`src/rtl/lzc_pkg.sv`:
```
`default_nettype none
// ============================================================================
// Module   : lzc_pkg
// Brief    : Shared mode encoding and count-width helper for the LZC/normalise pipe.
// Revision : 1.0
// ============================================================================
package lzc_pkg;

    typedef enum logic {
        MODE_LZ  = 1'b0,
        MODE_SGN = 1'b1
    } lzc_mode_e;

    // Bits needed to hold a count in the range 0..n inclusive.
    function automatic int count_width(input int n);
        return $clog2(n + 1);
    endfunction

endpackage
`default_nettype wire

```
`src/rtl/lzc_seg.sv`:
```
`default_nettype none
// ============================================================================
// Module   : lzc_seg
// Brief    : Single-segment leading-zero priority encoder with all-zero flag.
// Revision : 1.0
// ============================================================================
module lzc_seg
    import lzc_pkg::*;
#(
    parameter  int SEG_W  = 16,
    localparam int LCNT_W = count_width(SEG_W)
) (
    input  logic [SEG_W-1:0]  i_data,
    output logic [LCNT_W-1:0] o_cnt,
    output logic              o_zero
);

    // Scan upward so the highest set bit is the last (winning) assignment.
    always_comb begin
        o_cnt = LCNT_W'(SEG_W);
        for (int i = 0; i < SEG_W; i++) begin
            if (i_data[i]) begin
                o_cnt = LCNT_W'(SEG_W - 1 - i);
            end
        end
    end

    assign o_zero = ~|i_data;

endmodule
`default_nettype wire

```
`src/rtl/lzc_norm_pipe.sv`:
```
`default_nettype none
// ============================================================================
// Module   : lzc_norm_pipe
// Brief    : Two-stage leading-zero / redundant-sign count and normalise pipe.
// Revision : 1.0
// ============================================================================
module lzc_norm_pipe
    import lzc_pkg::*;
#(
    parameter  int DATA_W = 32,
    parameter  int SEG_W  = 16,
    localparam int NSEG   = DATA_W / SEG_W,
    localparam int CNT_W  = count_width(DATA_W)
) (
    input  logic              clk,
    input  logic              rst,
    input  logic              in_valid,
    output logic              in_ready,
    input  logic [DATA_W-1:0] in_data,
    input  logic              in_mode,
    output logic              out_valid,
    input  logic              out_ready,
    output logic [CNT_W-1:0]  out_cnt,
    output logic [DATA_W-1:0] out_norm,
    output logic              out_zero
);

    localparam int LCNT_W = count_width(SEG_W);

    // ------------------------------------------------------------------
    // Handshake
    // ------------------------------------------------------------------
    logic r_s1_valid;
    logic r_out_valid;
    logic w_s2_adv;
    logic w_accept;

    assign w_s2_adv = !r_out_valid || out_ready;
    assign in_ready = !rst && (!r_s1_valid || w_s2_adv);
    assign w_accept = in_valid && in_ready;

    // ------------------------------------------------------------------
    // Stage 1: operand select and per-segment counting
    // ------------------------------------------------------------------
    logic [DATA_W-1:0] w_sgn_x;
    logic [DATA_W-1:0] w_op;
    logic [LCNT_W-1:0] w_seg_cnt [NSEG];
    logic [NSEG-1:0]   w_seg_zero;

    // Sign mode: bit i flags a change between bits i and i+1; the MSB is
    // forced to 0 so the count includes it and is later trimmed by one.
    assign w_sgn_x = in_data ^ {in_data[DATA_W-1], in_data[DATA_W-1:1]};
    assign w_op    = (in_mode == MODE_SGN) ? {1'b0, w_sgn_x[DATA_W-2:0]} : in_data;

    generate
        for (genvar g = 0; g < NSEG; g++) begin : g_seg
            lzc_seg #(
                .SEG_W (SEG_W)
            ) u_seg (
                .i_data (w_op[DATA_W-1-g*SEG_W -: SEG_W]),
                .o_cnt  (w_seg_cnt[g]),
                .o_zero (w_seg_zero[g])
            );
        end
    endgenerate

    logic [DATA_W-1:0] r_s1_data;
    lzc_mode_e         r_s1_mode;
    logic [LCNT_W-1:0] r_s1_seg_cnt [NSEG];
    logic [NSEG-1:0]   r_s1_seg_zero;

    always_ff @(posedge clk) begin
        if (rst) begin
            r_s1_valid    <= 1'b0;
            r_s1_data     <= '0;
            r_s1_mode     <= MODE_LZ;
            r_s1_seg_zero <= '0;
            for (int k = 0; k < NSEG; k++) begin
                r_s1_seg_cnt[k] <= '0;
            end
        end else if (in_ready) begin
            r_s1_valid <= in_valid;
            if (w_accept) begin
                r_s1_data     <= in_data;
                r_s1_mode     <= lzc_mode_e'(in_mode);
                r_s1_seg_zero <= w_seg_zero;
                for (int k = 0; k < NSEG; k++) begin
                    r_s1_seg_cnt[k] <= w_seg_cnt[k];
                end
            end
        end
    end

    // ------------------------------------------------------------------
    // Stage 2: combine segment counts, normalise, register outputs
    // ------------------------------------------------------------------
    logic [CNT_W-1:0]  w_raw_cnt;
    logic [CNT_W-1:0]  w_cnt;
    logic [DATA_W-1:0] w_norm;
    logic              w_zero;

    // Walk from the LSB segment upward so the first non-empty segment from
    // the MSB side wins.
    always_comb begin
        w_raw_cnt = CNT_W'(DATA_W);
        for (int k = NSEG - 1; k >= 0; k--) begin
            if (!r_s1_seg_zero[k]) begin
                w_raw_cnt = CNT_W'(k * SEG_W) + CNT_W'(r_s1_seg_cnt[k]);
            end
        end
        w_cnt  = (r_s1_mode == MODE_SGN) ? (w_raw_cnt - CNT_W'(1)) : w_raw_cnt;
        w_zero = &r_s1_seg_zero;
        w_norm = r_s1_data << w_cnt;
    end

    logic [CNT_W-1:0]  r_out_cnt;
    logic [DATA_W-1:0] r_out_norm;
    logic              r_out_zero;

    always_ff @(posedge clk) begin
        if (rst) begin
            r_out_valid <= 1'b0;
            r_out_cnt   <= '0;
            r_out_norm  <= '0;
            r_out_zero  <= 1'b0;
        end else if (w_s2_adv) begin
            r_out_valid <= r_s1_valid;
            // Empty slots carry zeros so idle outputs read as 0.
            r_out_cnt   <= r_s1_valid ? w_cnt  : '0;
            r_out_norm  <= r_s1_valid ? w_norm : '0;
            r_out_zero  <= r_s1_valid && w_zero;
        end
    end

    assign out_valid = r_out_valid;
    assign out_cnt   = r_out_cnt;
    assign out_norm  = r_out_norm;
    assign out_zero  = r_out_zero;

endmodule
`default_nettype wire

```
`config.mk`:
```
export PLATFORM = sky130hd
export DESIGN_NAME = lzc_norm_pipe
export DESIGN_NICKNAME = d
export VERILOG_FILES = /design/src/rtl/lzc_pkg.sv /design/src/rtl/lzc_seg.sv /design/src/rtl/lzc_norm_pipe.sv
export SDC_FILE = /design/constraint.sdc
export NUM_CORES = 1
export LEC_CHECK = 0
export BUFFER_PORTS_ARGS = -buffer_cell sky130_fd_sc_hd__buf_2
export CORE_MARGIN = 3
export CORE_UTILIZATION = 45
export DETAILED_ROUTE_END_ITERATION = 10
export GPL_TIMING_DRIVEN = 0
export PLACE_DENSITY_LB_ADDON = 0.25
export SLEW_MARGIN = 0
export SYNTH_ARGS = -nofsm -noshare
export SYNTH_HDL_FRONTEND = slang
export SYNTH_HIERARCHICAL = 1
export SYNTH_SLANG_ARGS = --single-unit
```
`constraint.sdc`:
```
create_clock -name clk -period 4.25 [get_ports clk]
set_input_delay 0.2125 -clock clk [delete_from_list [all_inputs] [get_ports clk]]
set_output_delay 0.2125 -clock clk [all_outputs]
set_load 0.005 [all_outputs]
```
==> flow_summary.toml, run 1 <==
[detailed_routing]
drtPass1Iterations = 6
vias_per_cell = 5.77
vias = 5312
antenna_left = 0
wl_per_cell_microns = 17.9
route.detailed.drc = 0
finalWirelength_microns = 16500
dr.first_iter.drc_count = 403

[setup_path]
crit_fanout = 10
path_class = "reg -> reg"
reg2reg_depth = 9
cp.required_ns = 4.46
timing.rr.end = "out_norm[31]"
cp_common_cell = "mux2i_1"
crit_arrival_ns = 3.11
path_buf_inv = 1
critPathCaptureType = "flip-flop"
crit_chain = "nand3b_1 -> nand2_2 -> xnor2_2 -> buf_4 -> mux4_2 -> mux2i_1 -> mux2i_1 -> a22oi_1 -> a21oi_1"
cp-start-kind = "flip-flop"
r2r_slack_ns = 1.35
rr_startpoint = "r_s1_seg_zero[1]"
max_stage_delay_ns = 0.59
critPathTopFamily = "multiplexers"
cp_slowest_cell = "mux4_2"

[logic_synthesis]
ys_async_sr_fraction_pct = 0
syn-instance-count = 662
synthTopCellsByArea = "dfxtp_1, mux4_2, nand2_1, edfxtp_1, xnor2_1"
syn_area_per_cell_sq_um = 8.79
synthFlopType = "dfxtp_1"
syn_nets = 699
synth_seq_area_share_pct = 31.3
synth_seq_cells = 86
syn_area_sq_um = 5820
synth_warnings = 6
ys_types = 67
synth_largest_area_cell = "dfxtp_1"
synth_top_area_share_pct = 26.1
synth_edf_count = 10

[timing]
setup_viol_count_final = 0
whs_ns = 0.0887
timing.slew.headroom_pct = 47.5
fmax_mhz = 344
finClkSkew_ns = 0.0119
hold_viol = 0
tightestPinTransition_ns = 0.782
finalCritPeriodShare_pct = 68.3
report.final.slew_viol_count = 0
final.min_clock_period_ns = 2.90
rsz0062_at_grt = "no"
setup-tns-final_ns = 0
fin_ws_ns = 1.35

[power]
p_per_area_nw_per_um2 = 354
swShare_pct = 29.8
power_frac_seq_pct = 37.9
p_sw_w = 0.000710
intPower_w = 0.00167
clockPowerShare_pct = 36.1
p_leak_nw = 2.94
combPwrFrac_pct = 26.0
ir_drop_mv = 0.208
finalPower_w = 0.00238

[job]
max_cap_viol_count = 0

[cts]
cts_resized = 0
cts-htree-levels = 3
numClockSinks = 86
clk_path_buf_depth = 2
cts-root-buf = "clkbuf_16"
clkSlewWorstSetupHoldPaths_ns = 0.06
cts_buffers = 9
cts_tree = "yes"
cts_setup_buffers = 0
clock_latency_ns = 0.35
holdBufCountCts = 0

[floorplanning]
die_w_microns = 120
dieArea_sq_um = 14300
fp.dieH_microns = 120
pin_count = 78
placementRows = 40
start_util_pct = 47.3
fp.coreArea_sq_um = 12300

[final_layout]
final_common_cell = "nand2_1"
final_cell_mix = "nand2_1, buf_2, dfxtp_1"
final_net_count = 785
layout-drive-gt1-share_pct = 21.2
area_growth_pct = 15.7
final_core_util_pct = 54.7
antenna_cells = 0

[global_route]
grt_pass1_vias = 4973
track_usage_pct = 23.2
grt_overflow = 0
antenna_found_initial = 0
grt_max_degree = 15
grt_first_pass_wirelength_microns = 26500

[placement]
gp_congestion = 0.929
numPortBuffers = 75
detailedPlace.worstSlack_ns = 1.36
dp_hpwl_microns = 13100

[hold_path]
min_path_type = "in -> reg"
hold_path.startpoint = "in_data[16]"
min_to = "r_s1_data[16]"
hold_depth = 3

[status]
status = "completed"
-- worst register-to-register path, stage by stage (launching register included) --
cell and delay (ns):
dfxtp_1 0.46, nand3b_1 0.20, nand2_2 0.08, xnor2_2 0.35
buf_4 0.29, mux4_2 0.59, mux2i_1 0.28, mux2i_1 0.22
a22oi_1 0.21, a21oi_1 0.08
-- synth_stat cells, types with 5 or more instances --
master    instances
and2_1            6
nor2_1           45
dfxtp_1          76
nor2b_1           5
a32oi_1           8
buf_2             6
a21oi_1          22
clkbuf_1         27
o21ai_0          14
edfxtp_1         10
xnor2_1          33
mux4_2           27
nand2_1         154
inv_1             8
nand3_1          55
nand2b_1          5
nor3_1            8
o21ai_1           8
a22oi_1          25
and3_1           15
mux2i_1          20
mux4_1            7
-- metrics by stage --
stage,std cells,area (sq um)
4_1_cts,921,6730
2_1_floorplan,662,5820
3_5_place_dp,905,6400
5_1_grt,921,6730
6_report,921,6730
3_3_place_gp,905,6400
-- state kept, by name, summed over array words and instances (netlist names) --
register       cells
r_s1_seg_cnt      10
out_zero           1
out_norm          32
r_s1_seg_zero      2
r_s1_mode          1
out_valid          1
out_cnt            6
r_s1_valid         1
r_s1_data         32
-- cell families after synthesis --
group	count (synthesis)	synth area share, %
AND/OR/NAND/NOR	317	26.1
AO/OA/AOI/OAI	111	13.9
buffers and inverters	55	5.16
XOR/XNOR	38	6.30
flip-flops	86	31.3
multiplexers	55	17.2
-- cell type report --
type / count / area (sq um)
fill: 1156 / 5580
buffer: 47 / 270
clock inverter: 3 / 67.6
clock buffer: 13 / 260
inverter: 8 / 30.0
sequential: 86 / 1820
timing repair buffer: 75 / 375
tap: 168 / 210
multi-input combinational: 521 / 3700
-- metal layers --
metal	global-route usage, %	part of all wire [%]	vias up
met2	38.1	47	190
met4	9.45	3.2	0
met5	0	0	-
met3	3.82	5.7	29
li1	-	-	2570
met1	30.5	44	2523
-- worst max-delay path by stage --
| stage | start | to | slack, ns | depth (start not counted) |
|---|---|---|---|---|
| finish | r_s1_seg_zero[1] | out_norm[31] | 1.35 | 9 |
| global route | r_s1_seg_zero[1] | out_norm[23] | 1.16 | 9 |
| CTS | r_s1_seg_zero[1] | out_norm[31] | 1.34 | 9 |
| detailed placement | r_s1_seg_zero[1] | out_norm[31] | 1.36 | 9 |
| global placement | r_s1_seg_zero[1] | out_norm[31] | 1.36 | 9 |
| floorplan | r_s1_seg_zero[1] | out_norm[29] | 1.74 | 8 |
-- power groups by stage --
stage / Clock [W] / Combinational [W] / Sequential [W]
global route: 0.000903 / 0.000672 / 0.000908
finish: 0.000861 / 0.000619 / 0.000903
global placement: 0 / 0.000606 / 0.000917
detailed placement: 0 / 0.000613 / 0.000920
floorplan: 0 / 0.000454 / 0.000907
CTS: 0.000867 / 0.000615 / 0.000902
Note: power is estimated with default switching activity, not from simulation.
==> run 2, diff against run 1 <==
--- a/config.mk
+++ b/config.mk
@@ -5,6 +5,7 @@
 export SDC_FILE = /design/constraint.sdc
 export NUM_CORES = 1
 export LEC_CHECK = 0
+export ABC_AREA = 1
 export BUFFER_PORTS_ARGS = -buffer_cell sky130_fd_sc_hd__buf_2
 export CORE_MARGIN = 3
 export CORE_UTILIZATION = 45
==> constraint.sdc (replaced) <==
create_clock -name clk -period 2.4 [get_ports clk]
set_input_delay 0.12 -clock clk [delete_from_list [all_inputs] [get_ports clk]]
set_output_delay 0.12 -clock clk [all_outputs]
set_load 0.005 [all_outputs]
==> flow_summary.toml, run 2 <==
[placement]
gp_congestion = 0.949
numPortBuffers = 76
place_area_sq_um = 6460
dp_hpwl_microns = 13400
detailedPlace.worstSlack_ns = 0.230
place_inst = 1228

[logic_synthesis]
synth_seq_area_share_pct = 31.1
synth_seq_cells = 86
ys_types = 36
syn_area_sq_um = 5860
synth_edf_count = 10
synthFlopType = "dfxtp_1"
syn_area_per_cell_sq_um = 5.98
yosysMostFrequentCell = "nand2_1"
syn-instance-count = 980
synth_warnings = 6
synth_largest_area_cell = "dfxtp_1"
ys_async_sr_fraction_pct = 0
syn_nets = 1017
synth_top_area_share_pct = 25.9
synthTopCellsByArea = "dfxtp_1, nand2_1, nand3_1, inv_1, edfxtp_1"
synth_commonest_cells = "nand2_1, nand3_1, inv_1"

[setup_path]
path_class = "reg -> reg"
r2r_slack_ns = 0.19
cp-start-kind = "flip-flop"
cp.required_ns = 2.67
timing.rr.end = "out_norm[16]"
crit_fanout = 10
reg2reg_depth = 12
rr_startpoint = "r_s1_seg_zero[0]"
crit_arrival_ns = 2.48
critPathCaptureType = "flip-flop"

[power]
p_per_area_nw_per_um2 = 626
ir_drop_mv = 0.388
p_leak_nw = 3.50
finalPower_w = 0.00424

[detailed_routing]
dr.first_iter.drc_count = 491
finalWirelength_microns = 17100
wl_per_cell_microns = 13.8
antenna_left = 0
vias = 6459
drtPass1Iterations = 5
vias_per_cell = 5.19
route.detailed.drc = 0

[cts]
cts_buffers = 9
cts_tree = "yes"
cts-root-buf = "clkbuf_16"
clock_latency_ns = 0.35
cts-htree-levels = 3
clkSlewWorstSetupHoldPaths_ns = 0.06
numClockSinks = 86
clk_path_buf_depth = 2

[final_layout]
layout-drive-gt1-share_pct = 13.6
finalNonFillerCells = 1244
area_growth_pct = 15.6
final_core_util_pct = 53.5
final_common_cell = "nand2_1"
final_cell_mix = "nand2_1, nand3_1, inv_1"
final_net_count = 1104
design_area_sq_um = 6780
antenna_cells = 0

[timing]
fin_ws_ns = 0.190
tightestPinTransition_ns = 0.966
report.final.slew_viol_count = 0
hold_viol = 0
timing.slew.headroom_pct = 35.6
final.min_clock_period_ns = 2.21
rsz0062_at_grt = "yes"
finalCritPeriodShare_pct = 92.1
fmax_mhz = 453
finClkSkew_ns = 0.00793
setup_viol_count_final = 0

[status]
status = "completed"

[global_route]
grt_overflow = 0
antenna_found_initial = 0
grt_max_degree = 20
top_usage_layer = "met2"
grt_use_met3_pct = 4.81
use_met1_pct = 33.6
track_usage_pct = 24.1
grt.met2_usage_pct = 37.4
grt_pass1_vias = 5799
grt_first_pass_wirelength_microns = 27900

[hold_path]
min_path_type = "in -> reg"
hold_path.startpoint = "in_valid"
hold_depth = 3
min_to = "r_s1_valid"

[job]
max_cap_viol_count = 0

[floorplanning]
fp.dieH_microns = 120
start_util_pct = 46.3
pin_count = 78
placementRows = 41
die_w_microns = 120
dieArea_sq_um = 14400
fp.coreArea_sq_um = 12700
==> run 2: cell types whose count changed in the layout (fill, tap and decap cells not counted), sizes merged, moves of 23 or more <==
cell	previous run	this run
o22ai	2	29
xnor2	35	1
nand3	57	188
inv	8	161
nand2	156	318
a22oi	27	4
mux4	34	0
==> run 2: cell type report <==
| type | count | area, sq um |
|---|---|---|
| plain buffers | 49 | 262 |
| clock buffers | 13 | 272 |
| clock inverters | 3 | 42.5 |
| fillers | 1378 | 5900 |
| inverters | 161 | 604 |
| multi-input cells | 684 | 3180 |
| flip-flops and latches | 86 | 1820 |
| well taps | 172 | 215 |
| repair buffers | 76 | 380 |
==> run 2: repair_timing <==
item                       CTS  global route
gates resized for setup      0             1
setup buffers                0             0
setup endpoints to repair    0             4
hold buffers                 0             0
==> run 2: critical path, stage by stage, from the launching register on <==
cell and delay (ns):
dfxtp_1 0.32, buf_6 0.13, inv_2 0.06, nand2_2 0.09, nand3_1 0.23, nand2_2 0.18, buf_4 0.19, nand2_1 0.12
nor2_1 0.19, nand2_1 0.12, nor2_1 0.25, a22oi_1 0.11, a21oi_1 0.14
==> run 2: how the worst max path moves through the flow <==
stage	cells past startpoint	startpoint	slack (ns)	to
2_1_floorplan	12	r_s1_seg_zero[0]	0.59	out_norm[16]
3_3_place_gp	7	rst	0.20	r_s1_seg_cnt[0][4]
3_5_place_dp	7	rst	0.23	r_s1_seg_cnt[0][4]
4_1_cts	15	r_s1_seg_zero[1]	0.27	out_norm[29]
5_1_grt	14	r_s1_seg_zero[1]	-0.009	out_norm[29]
6_report	12	r_s1_seg_zero[0]	0.19	out_norm[16]
==> run 2: per-layer routing <==
| metal | up-vias | wire [microns] | share of wire (%) |
|---|---|---|---|
| met5 | - | 0 | 0 |
| met3 | 26 | 1270 | 7.4 |
| li1 | 3300 | - | - |
| met4 | 0 | 336 | 2.0 |
| met1 | 2921 | 8030 | 47 |
| met2 | 212 | 7490 | 44 |
==> run 2: report_power, final <==
| part | internal, W | switching (W) | leakage (nW) |
|---|---|---|---|
| logic | 0.000388 | 0.000814 | 2.62 |
| registers | 0.00154 | 0.0000325 | 0.728 |
| clock network | 0.000897 | 0.000570 | 0.151 |
| total | 0.00282 | 0.00142 | 3.50 |
==> run 2: per-stage QoR <==
stage          hold WS, ns  TNS (ns)
2_1_floorplan        0.254         0
3_3_place_gp         0.419         0
3_5_place_dp         0.420         0
4_1_cts             0.0573         0
5_1_grt             0.0865   -0.0176
6_report            0.0636         0
==> run 2: logic make-up after synthesis <==
group                     share of synthesized area [%]
AOI/OAI and AO/OA                                  11.4
and+or+nand+nor                                    42.2
xor gates and xnor gates                          0.576
DFF                                                31.1
buffers and inverters                              14.8
==> run 3, diff against run 2 <==
--- a/config.mk
+++ b/config.mk
@@ -12,6 +12,7 @@
 export DETAILED_ROUTE_END_ITERATION = 10
 export GPL_TIMING_DRIVEN = 0
 export PLACE_DENSITY_LB_ADDON = 0.25
+export SETUP_SLACK_MARGIN = 0.1
 export SLEW_MARGIN = 0
 export SYNTH_ARGS = -nofsm -noshare
 export SYNTH_HDL_FRONTEND = slang
==> constraint.sdc (replaced) <==
create_clock -name clk -period 2.4 [get_ports clk]
set_input_delay 0.48 -clock clk [delete_from_list [all_inputs] [get_ports clk]]
set_output_delay 0.48 -clock clk [all_outputs]
set_load 0.005 [all_outputs]
==> flow_summary.toml, run 3 (same netlist as run 2, synthesis figures left out) <==
[cts]
clock_latency_ns = 0.34
numClockSinks = 86
cts_buffers = 9
cts_tree = "yes"
cts-root-buf = "clkbuf_16"
cts-htree-levels = 3
clkSlewWorstSetupHoldPaths_ns = 0.06
clk_path_buf_depth = 2

[setup_path]
timing.rr.end = "out_norm[16]"
path_class = "reg -> reg"
cp.required_ns = 2.61
critPathCaptureType = "flip-flop"
critical_path.startpoint = "r_s1_seg_zero[0]"
rr_startpoint = "r_s1_seg_zero[0]"
reg2reg_depth = 14
crit_end = "out_norm[16]"
cp-start-kind = "flip-flop"
crit_arrival_ns = 2.37
crit_fanout = 10
r2r_slack_ns = 0.25

[status]
status = "completed"

[detailed_routing]
drtPass1Iterations = 6
route.detailed.drc = 0
vias_per_cell = 5.18
antenna_left = 0
dr.first_iter.drc_count = 454
wl_per_cell_microns = 13.8
vias = 6450
finalWirelength_microns = 17200

[timing]
fmax_mhz = 464
finClkSkew_ns = 0.00646
timing.slew.headroom_pct = 62.8
setup_viol_count_final = 0
setup-tns-final_ns = 0
finalCritPeriodShare_pct = 89.8
report.final.slew_viol_count = 0
whs_ns = 0.425
rsz0062_at_grt = "yes"
tightestPinTransition_ns = 0.558
hold_viol = 0
final.min_clock_period_ns = 2.15

[global_route]
grt_pass1_vias = 5799
grt_overflow = 0
grt_first_pass_wirelength_microns = 27900
track_usage_pct = 24.1
antenna_found_initial = 0
grt_max_degree = 20

[final_layout]
antenna_cells = 0
final_net_count = 1104
final_core_util_pct = 53.7
final_cell_mix = "nand2_1, nand3_1, inv_1"
final_common_cell = "nand2_1"
area_growth_pct = 16.1
fillers = 1371
layout-drive-gt1-share_pct = 14.3
design_area_sq_um = 6810

[floorplanning]
placementRows = 41
fp.coreArea_sq_um = 12700
fp.dieH_microns = 120
start_util_pct = 46.3
pin_count = 78
dieArea_sq_um = 14400
die_w_microns = 120

[placement]
place_area_sq_um = 6460
gp_congestion = 0.949
numPortBuffers = 76
dp_hpwl_microns = 13400

[power]
p_per_area_nw_per_um2 = 624
ir_drop_mv = 0.388
p_leak_nw = 3.52

[hold_path]
hold_depth = 3
min_path_type = "in -> reg"

[job]
max_cap_viol_count = 0
-- run 3: area by class of cell --
type	instances	area (sq um)	share of cell area (%)
multi-input cells	684	3190	46.9
clock buffers	13	272	3.99
plain buffers	49	279	4.10
flip-flops and latches	86	1820	26.8
well taps	172	215	3.16
repair buffers	76	380	5.59
inverters	161	604	8.88
clock inverters	3	42.5	0.625
-- run 3: power by group --
| part | leakage [nW] | internal [W] | switching, W |
|---|---|---|---|
| Clock | 0.151 | 0.000897 | 0.000569 |
| Sequential | 0.728 | 0.00154 | 0.0000326 |
| Combinational | 2.64 | 0.000396 | 0.000818 |
| Total | 3.52 | 0.00283 | 0.00142 |
-- run 3: metal layers --
| metal | up-vias | wire [microns] | global-route usage, % |
|---|---|---|---|
| li1 | 3309 | - | - |
| met1 | 2884 | 7990 | 33.6 |
| met2 | 221 | 7480 | 37.4 |
| met3 | 36 | 1320 | 4.81 |
| met4 | 0 | 374 | 7.87 |
| met5 | - | 0 | 0 |
-- run 3: stage by stage --
step | total power, W | cells | setup WS [ns]
after global placement | 0.00277 | 1228 | -0.164
after detailed placement | 0.00277 | 1228 | -0.130
after floorplan | 0.00246 | 980 | 0.421
final | 0.00425 | 1244 | 0.246
after global routing | 0.00448 | 1244 | 0.0862
after CTS | 0.00423 | 1244 | 0.228
-- run 3: timing repair --
action,in CTS,in global routing
setup endpoints to repair,0,45
setup buffers,0,0
gates resized for setup,0,22
hold buffers,0,0
-- run 3: critical path: stages, from the launching register on --
cell     delay, ns
dfxtp_1       0.32
buf_6         0.13
inv_2         0.06
nand2_1       0.07
nand2_2       0.10
inv_1         0.12
nand2_4       0.08
nor2_8        0.15
nand2_4       0.09
nand2_2       0.11
buf_6         0.15
buf_2         0.26
nor2_1        0.12
a22oi_1       0.17
a21oi_1       0.09
-- run 3: worst min path at each step --
| stage | slack, ns | start | end |
|---|---|---|---|
| finish | 0.43 | in_valid | r_s1_valid |
| global route | 0.45 | in_valid | r_s1_valid |
| CTS | 0.42 | in_valid | r_s1_valid |
| detailed placement | 0.45 | out_cnt[4] | out_cnt[4] |
| global placement | 0.45 | out_cnt[4] | out_cnt[4] |
| floorplan | 0.45 | r_s1_data[31] | r_s1_data[31] |
